--- config.mk ---
export PLATFORM = sky130hd
export DESIGN_NAME = i2c_rd_arbiter_flat
export DESIGN_NICKNAME = d
export VERILOG_FILES = /design/src/rtl/i2c_rd_arbiter_pkg.sv /design/src/rtl/i2c_rd_arbiter_if.sv /design/src/rtl/i2c_rd_arbiter_rr_picker.sv /design/src/rtl/i2c_rd_arbiter.sv /design/src/flat_wrapper.sv
export SDC_FILE = /design/constraint.sdc
export NUM_CORES = 1
export LEC_CHECK = 0
export BUFFER_PORTS_ARGS = -buffer_cell sky130_fd_sc_hd__clkbuf_2
export CAP_MARGIN = 10
export CORE_AREA = 2 2 70 72
export CTS_CLUSTER_SIZE = 10
export DETAILED_ROUTE_END_ITERATION = 10
export DIE_AREA = 0 0 72 74
export HOLD_SLACK_MARGIN = 0.15
export PLACE_DENSITY = 0.85
export SLEW_MARGIN = 20
export SYNTH_ARGS = -nofsm -noshare
export SYNTH_HDL_FRONTEND = slang
export SYNTH_SLANG_ARGS = --single-unit
--- constraint.sdc ---
create_clock -name clk -period 6.3 [get_ports clk]
set_input_delay 1.26 -clock clk [delete_from_list [all_inputs] [get_ports clk]]
set_output_delay 1.26 -clock clk [all_outputs]
set_load 0.05 [all_outputs]
--- src/rtl/i2c_rd_arbiter_pkg.sv ---
// Shared I2C definitions: arbiter FSM states and the address constants that
// the I2C read master also uses to build its address byte.
package i2c_pkg;

  localparam int   I2C_ADDR_W = 7;
  localparam logic I2C_RD_BIT = 1'b1;

  typedef enum logic [1:0] {
    IDLE  = 2'd0,
    ISSUE = 2'd1,
    WAIT  = 2'd2,
    RESP  = 2'd3
  } arb_state_e;

  function automatic logic [7:0] i2c_rd_addr_byte(input logic [I2C_ADDR_W-1:0] addr);
    return {addr, I2C_RD_BIT};
  endfunction

endpackage

--- src/rtl/i2c_rd_arbiter_if.sv ---
// Handshake bus between the read arbiter (master modport) and the I2C read
// engine (slave modport).
interface i2c_rd_arbiter_if
  import i2c_pkg::*;
#(
  parameter int ADDR_W = I2C_ADDR_W
);

  logic              m_start;
  logic [ADDR_W-1:0] m_addr;
  logic              m_busy;
  logic              m_done;
  logic [7:0]        m_rdata;
  logic              m_nack;

  modport master (
    output m_start, m_addr,
    input  m_busy, m_done, m_rdata, m_nack
  );

  modport slave (
    input  m_start, m_addr,
    output m_busy, m_done, m_rdata, m_nack
  );

endinterface

--- src/rtl/i2c_rd_arbiter_rr_picker.sv ---
// Combinational round-robin picker: first asserted request at or above ptr,
// wrapping modulo NREQ. Reusable for any shared-bus arbiter.
module rr_picker #(
  parameter int NREQ  = 4,
  parameter int IDX_W = $clog2(NREQ)
) (
  input  logic [NREQ-1:0]  req_i,
  input  logic [IDX_W-1:0] ptr_i,
  output logic [NREQ-1:0]  onehot_o,
  output logic [IDX_W-1:0] idx_o,
  output logic             valid_o
);

  logic             found_s;
  logic [IDX_W-1:0] j_s;

  // Walk the requests starting at ptr; the first one found wins.
  always_comb begin
    found_s  = 1'b0;
    j_s      = {IDX_W{1'b0}};
    idx_o    = {IDX_W{1'b0}};
    onehot_o = {NREQ{1'b0}};
    for (int k = 0; k < NREQ; k++) begin
      j_s = IDX_W'((int'(ptr_i) + k) % NREQ);
      if (!found_s && req_i[j_s]) begin
        found_s       = 1'b1;
        idx_o         = j_s;
        onehot_o[j_s] = 1'b1;
      end else begin
        found_s = found_s;
      end
    end
  end

  assign valid_o = |req_i;

endmodule

--- src/rtl/i2c_rd_arbiter.sv ---
// Round-robin arbiter sharing one I2C read master among NREQ requesters,
// with a per-transaction cycle timeout and a one-cycle done pulse per result.
module i2c_rd_arbiter
  import i2c_pkg::*;
#(
  parameter int NREQ    = 4,
  parameter int ADDR_W  = I2C_ADDR_W,
  parameter int TIMEOUT = 1023
) (
  input  logic                   clk,
  input  logic                   rst,
  input  logic [NREQ-1:0]        req,
  input  logic [NREQ*ADDR_W-1:0] req_addr,
  output logic [NREQ-1:0]        gnt,
  output logic [NREQ-1:0]        done,
  output logic [7:0]             rd_data,
  output logic                   rd_err,
  output logic                   rd_timeout,
  i2c_rd_arbiter_if.master       mbus
);

  localparam int IDX_W = $clog2(NREQ);
  localparam int CNT_W = $clog2(TIMEOUT + 1);
  localparam logic [CNT_W-1:0] CNT_MAX  = CNT_W'(TIMEOUT);
  localparam logic [IDX_W-1:0] LAST_IDX = IDX_W'(NREQ - 1);

  arb_state_e        state_q, state_d;
  logic [NREQ-1:0]   gnt_q, gnt_d;
  logic [IDX_W-1:0]  win_q, win_d;
  logic [IDX_W-1:0]  ptr_q, ptr_d;
  logic [ADDR_W-1:0] addr_q, addr_d;
  logic [CNT_W-1:0]  cnt_q, cnt_d;
  logic [7:0]        data_q, data_d;
  logic              err_q, err_d;
  logic              tmo_q, tmo_d;

  logic [NREQ-1:0]   pick_onehot_s;
  logic [IDX_W-1:0]  pick_idx_s;
  logic              pick_valid_s;
  logic [ADDR_W-1:0] addr_arr_s [NREQ];

  for (genvar g = 0; g < NREQ; g++) begin : g_addr
    assign addr_arr_s[g] = req_addr[g*ADDR_W +: ADDR_W];
  end

  rr_picker #(.NREQ(NREQ), .IDX_W(IDX_W)) u_picker (
    .req_i    (req),
    .ptr_i    (ptr_q),
    .onehot_o (pick_onehot_s),
    .idx_o    (pick_idx_s),
    .valid_o  (pick_valid_s)
  );

  // State and datapath registers.
  always_ff @(posedge clk) begin
    if (rst) begin
      state_q <= IDLE;
      gnt_q   <= {NREQ{1'b0}};
      win_q   <= {IDX_W{1'b0}};
      ptr_q   <= {IDX_W{1'b0}};
      addr_q  <= {ADDR_W{1'b0}};
      cnt_q   <= {CNT_W{1'b0}};
      data_q  <= 8'h00;
      err_q   <= 1'b0;
      tmo_q   <= 1'b0;
    end else begin
      state_q <= state_d;
      gnt_q   <= gnt_d;
      win_q   <= win_d;
      ptr_q   <= ptr_d;
      addr_q  <= addr_d;
      cnt_q   <= cnt_d;
      data_q  <= data_d;
      err_q   <= err_d;
      tmo_q   <= tmo_d;
    end
  end

  // Next-state logic; a master result beats a timeout landing on the same cycle.
  always_comb begin
    state_d = state_q;
    gnt_d   = gnt_q;
    win_d   = win_q;
    ptr_d   = ptr_q;
    addr_d  = addr_q;
    cnt_d   = cnt_q;
    data_d  = data_q;
    err_d   = err_q;
    tmo_d   = tmo_q;
    case (state_q)
      IDLE: begin
        if (pick_valid_s && !mbus.m_busy) begin
          gnt_d   = pick_onehot_s;
          win_d   = pick_idx_s;
          addr_d  = addr_arr_s[pick_idx_s];
          state_d = ISSUE;
        end else begin
          state_d = IDLE;
        end
      end
      ISSUE: begin
        cnt_d   = {CNT_W{1'b0}};
        state_d = WAIT;
      end
      WAIT: begin
        if (mbus.m_done) begin
          data_d  = mbus.m_rdata;
          err_d   = mbus.m_nack;
          tmo_d   = 1'b0;
          state_d = RESP;
        end else if (cnt_q == CNT_MAX) begin
          data_d  = 8'h00;
          err_d   = 1'b1;
          tmo_d   = 1'b1;
          state_d = RESP;
        end else begin
          cnt_d   = cnt_q + CNT_W'(1);
        end
      end
      RESP: begin
        ptr_d   = (win_q == LAST_IDX) ? {IDX_W{1'b0}} : win_q + IDX_W'(1);
        gnt_d   = {NREQ{1'b0}};
        state_d = IDLE;
      end
      default: begin
        gnt_d   = {NREQ{1'b0}};
        state_d = IDLE;
      end
    endcase
  end

  assign gnt          = gnt_q;
  assign done         = (state_q == RESP) ? gnt_q : {NREQ{1'b0}};
  assign rd_data      = data_q;
  assign rd_err       = err_q;
  assign rd_timeout   = tmo_q;
  assign mbus.m_start = (state_q == ISSUE);
  assign mbus.m_addr  = addr_q;

endmodule

--- src/flat_wrapper.sv ---
// flat-port wrapper written by rule: the top's interface ports become plain ports
module i2c_rd_arbiter_flat import i2c_pkg::*;
#(
  parameter int NREQ    = 4,
  parameter int ADDR_W  = I2C_ADDR_W,
  parameter int TIMEOUT = 1023
)
  (clk, rst, req, req_addr, gnt, done, rd_data, rd_err, rd_timeout, mbus_m_start, mbus_m_addr, mbus_m_busy, mbus_m_done, mbus_m_rdata, mbus_m_nack);
  i2c_rd_arbiter_if #(.ADDR_W(ADDR_W)) mbus_i ();
  input  logic clk;
  input  logic rst;
  input  logic [NREQ-1:0] req;
  input  logic [NREQ*ADDR_W-1:0] req_addr;
  output logic [NREQ-1:0] gnt;
  output logic [NREQ-1:0] done;
  output logic [7:0] rd_data;
  output logic rd_err;
  output logic rd_timeout;
  output wire logic [$bits(mbus_i.m_start)-1:0] mbus_m_start;
  output wire logic [$bits(mbus_i.m_addr)-1:0] mbus_m_addr;
  input wire logic [$bits(mbus_i.m_busy)-1:0] mbus_m_busy;
  input wire logic [$bits(mbus_i.m_done)-1:0] mbus_m_done;
  input wire logic [$bits(mbus_i.m_rdata)-1:0] mbus_m_rdata;
  input wire logic [$bits(mbus_i.m_nack)-1:0] mbus_m_nack;
  assign mbus_m_start = mbus_i.m_start;
  assign mbus_m_addr = mbus_i.m_addr;
  assign mbus_i.m_busy = mbus_m_busy;
  assign mbus_i.m_done = mbus_m_done;
  assign mbus_i.m_rdata = mbus_m_rdata;
  assign mbus_i.m_nack = mbus_m_nack;
  i2c_rd_arbiter #(.NREQ(NREQ), .ADDR_W(ADDR_W), .TIMEOUT(TIMEOUT)) u_core (.clk(clk), .rst(rst), .req(req), .req_addr(req_addr), .gnt(gnt), .done(done), .rd_data(rd_data), .rd_err(rd_err), .rd_timeout(rd_timeout), .mbus(mbus_i));
endmodule
==> flow_summary.yaml <==
run_status:
  outcome: "completed"
layout:
  ff_latch_area_um2: 741
  area_delta_synth_final_pct: 17.0
  fin_area_um2: 2890
  multiInputGateArea_um2: 1620
  nets: 415
  fillers: 411
  layoutNonFillerInstCount: 411
  drive_gt1_share_pct: 25.5
  antenna_cells: 0
global_route:
  antenna_found_initial: 0
  grt_pass1_wl_mm: 10.3
  met1_usage_pct: 28.3
  grt_overflow: 0
  top_usage_layer: "met2"
  globalRouteMet2Util_pct: 42.2
  grt_use_total_pct: 23.8
  first_global_vias: 2378
  use_met3_pct: 4.88
  grt_max_degree: 31
yosys:
  async_flop_share_pct: 0
  syn-cell-area_um2: 2470
  synth_warnings: 0
  ys_ff_latch: 37
  synthFlopType: "dfxtp_1"
  synth.area.top_cells: "dfxtp_1 30%, nor2_1 7.6%, ha_1 6.6%, mux2i_1 4.5%, a21oi_1 3.9%"
  yosysTopAreaCell: "dfxtp_1"
  synth_top_area_share_pct: 30.0
  synth_cells: 298
  synthesis.nets: 356
  synth_edf_count: 0
  ys_seq_area_share_pct: 30.0
  synth.distinct_cells: 56
  syn_area_per_cell_um2: 8.28
clock_network:
  cts.clk_slew.worst_paths_ns: 0.07
  cts_resized: 0
  insertion_delay_ns: 0.29
  cts_root_buffer: "clkbuf_8"
  cts_buffer_depth: 2
  cts_htree_levels: 2
  cts_buffers: 5
  cts_tree: "done"
  cts_sinks: 37
  postCtsSetupRepairBufs: 0
  holdBufCountCts: 0
pwr:
  p_leak_uw: 0.00130
  vdd_drop_max_mv: 0.171
  powerDensity_nw_per_um2: 241
timing:
  rsz0062_at_grt: "false"
  setup_violations: 0
  hold_violations: 0
  min_period_ns: 3.76
  fin_crit_sh_pct: 59.7
  finClkSkew_ns: 0.00722
  timing.setup.tns_ns: 0
  slew_headroom_pct: 33.1
  final_max_slew_viol_count: 0
  tightest_slew_ns: 1.00
  max_freq_mhz: 266
routing:
  drc: 0
  routed-via-count: 2510
  routedWlPerCell_um: 14.7
  firstDrtPassIters: 4
  routed_wl_mm: 6.05
  drt_iter0_drc: 249
  vias_per_cell: 6.11
  ant_nets: 0
job:
  drv_cap: 0
floorplan:
  core_area_um2: 4600
  die_y_um: 74
  fp.dieW_um: 72
  dieArea_um2: 5330
  num_rows: 25
  io_pins: 71
  start_util_pct: 53.6
placement:
  dp_hpwl_mm: 4.46
  place_area_um2: 2800
  gp_congestion: 0.905
  place_inst: 404
  port_buffers: 70
worst_setup_path:
  critPathLaunchType: "register"
  crit_type: "reg2reg"
  worstPathMaxFanout: 26
  critPathArrivalTime_ns: 3.93
  end_kind: "register"
  crit_required_ns: 6.47
hold_path:
  worst_hold_path_type: "reg2reg"
==> final timing paths <==
kind                                     start                            endpoint  slack, ns  cells past startpoint
setup / recovery  u_core.ptr_q[0]$_SDFFE_PP0P_  u_core.mbus.m_addr[2]$_SDFFE_PP0P_       2.54                      8
hold / removal    u_core.win_q[1]$_SDFFE_PP0P_        u_core.win_q[1]$_SDFFE_PP0P_       0.46                      2
setup reg to reg  u_core.ptr_q[0]$_SDFFE_PP0P_  u_core.mbus.m_addr[2]$_SDFFE_PP0P_       2.54                      8
hold reg to reg   u_core.win_q[1]$_SDFFE_PP0P_        u_core.win_q[1]$_SDFFE_PP0P_       0.46                      2
==> area by class of cell <==
class | instances | area share, %
Tap cell | 54 | 2.34
Timing Repair Buffer | 70 | 12.1
Multi-Input combinational cell | 237 | 56.0
Sequential cell | 37 | 25.7
Inverter | 6 | 0.867
Clock buffer | 7 | 2.99
==> layer usage <==
metal / part of all wire (%) / routed length, um
met1: 43 / 2600
met4: 1.9 / 116
met3: 6.7 / 405
met5: 0 / 0
met2: 48 / 2930
==> critical path, stage by stage (launching register included) <==
cell,delay [ns]
dfxtp_1,0.99
inv_4,0.14
ha_1,0.57
mux4_2,0.64
nor2b_2,0.40
o21ai_1,0.12
nand2_2,0.22
a221oi_1,0.12
a2111oi_1,0.43
==> power breakdown <==
group / internal (uW) / total, uW / switching (uW)
clock: 86.8 / 166 / 78.9
sequential: 256 / 272 / 16.8
combinational: 82.9 / 258 / 175
total: 425 / 696 / 271
==> logic make-up after synthesis <==
group                      count (synthesis)  synth area share (%)
AOI/OAI and AO/OA                         87                  27.1
adders and majority gates                 13                  6.60
buffers and inverters                     24                  4.57
muxes                                     14                  6.75
and+or+nand+nor                          117                  22.8
xor gates and xnor gates                   6                  2.13
DFF                                       37                  30.0
==> synth_stat cells, types with 2 or more instances <==
| cell type | number |
|---|---|
| nand2_1 | 17 |
| nand3_2 | 2 |
| a221oi_1 | 9 |
| a311oi_1 | 2 |
| buf_2 | 7 |
| o21ai_0 | 7 |
| o21ai_1 | 2 |
| o211a_1 | 8 |
| a21oi_1 | 19 |
| o22ai_1 | 6 |
| nor2b_1 | 3 |
| nor3_1 | 12 |
| a22oi_1 | 9 |
| nand3_1 | 8 |
| xnor2_1 | 5 |
| nor3b_1 | 2 |
| ha_1 | 13 |
| a211oi_1 | 2 |
| nor2_1 | 50 |
| a2111oi_1 | 5 |
| dfxtp_1 | 37 |
| clkbuf_1 | 8 |
| mux4_2 | 2 |
| o21a_1 | 4 |
| nand3b_1 | 2 |
| nand4_1 | 2 |
| and2_1 | 5 |
| mux2i_1 | 11 |
| and3_1 | 7 |
| inv_1 | 5 |
| and3b_1 | 2 |
==> state kept, by name, summed over array words and instances, names as in the netlist <==
name                cells
u_core.gnt              4
u_core.ptr_q            2
u_core.cnt_q           10
u_core.state_q          2
u_core.win_q            2
u_core.rd_err           1
u_core.rd_data          8
u_core.rd_timeout       1
u_core.mbus.m_addr      7
==> layout by cell type (no fill, tap or decap), types with 6 or more instances in the layout <==
cell / netlist / final
a21oi_1: 19 / 19
a221oi_1: 9 / 9
a22oi_1: 9 / 9
and3_1: 7 / 7
clkbuf_2: 0 / 70
clkbuf_8: 0 / 6
dfxtp_1: 37 / 37
ha_1: 13 / 13
mux2i_1: 11 / 10
nand2_1: 17 / 17
nand3_1: 8 / 8
nor2_1: 50 / 50
nor3_1: 12 / 12
o211a_1: 8 / 8
o21ai_0: 7 / 7
o22ai_1: 6 / 6
==> metrics by stage <==
step / total power [uW] / worst slack [ns] / utilization, % / hold WS, ns
3_3_place_gp: 527 / 2.79 / 60.8 / 0.449
4_1_cts: 699 / 2.59 / 62.7 / 0.466
6_report: 696 / 2.54 / 62.8 / 0.461
5_1_grt: 738 / 2.34 / 62.8 / 0.503
3_5_place_dp: 533 / 2.61 / 60.8 / 0.456
2_1_floorplan: 473 / 3.27 / - / 0.440
Note: power is estimated with default switching activity, not from simulation.
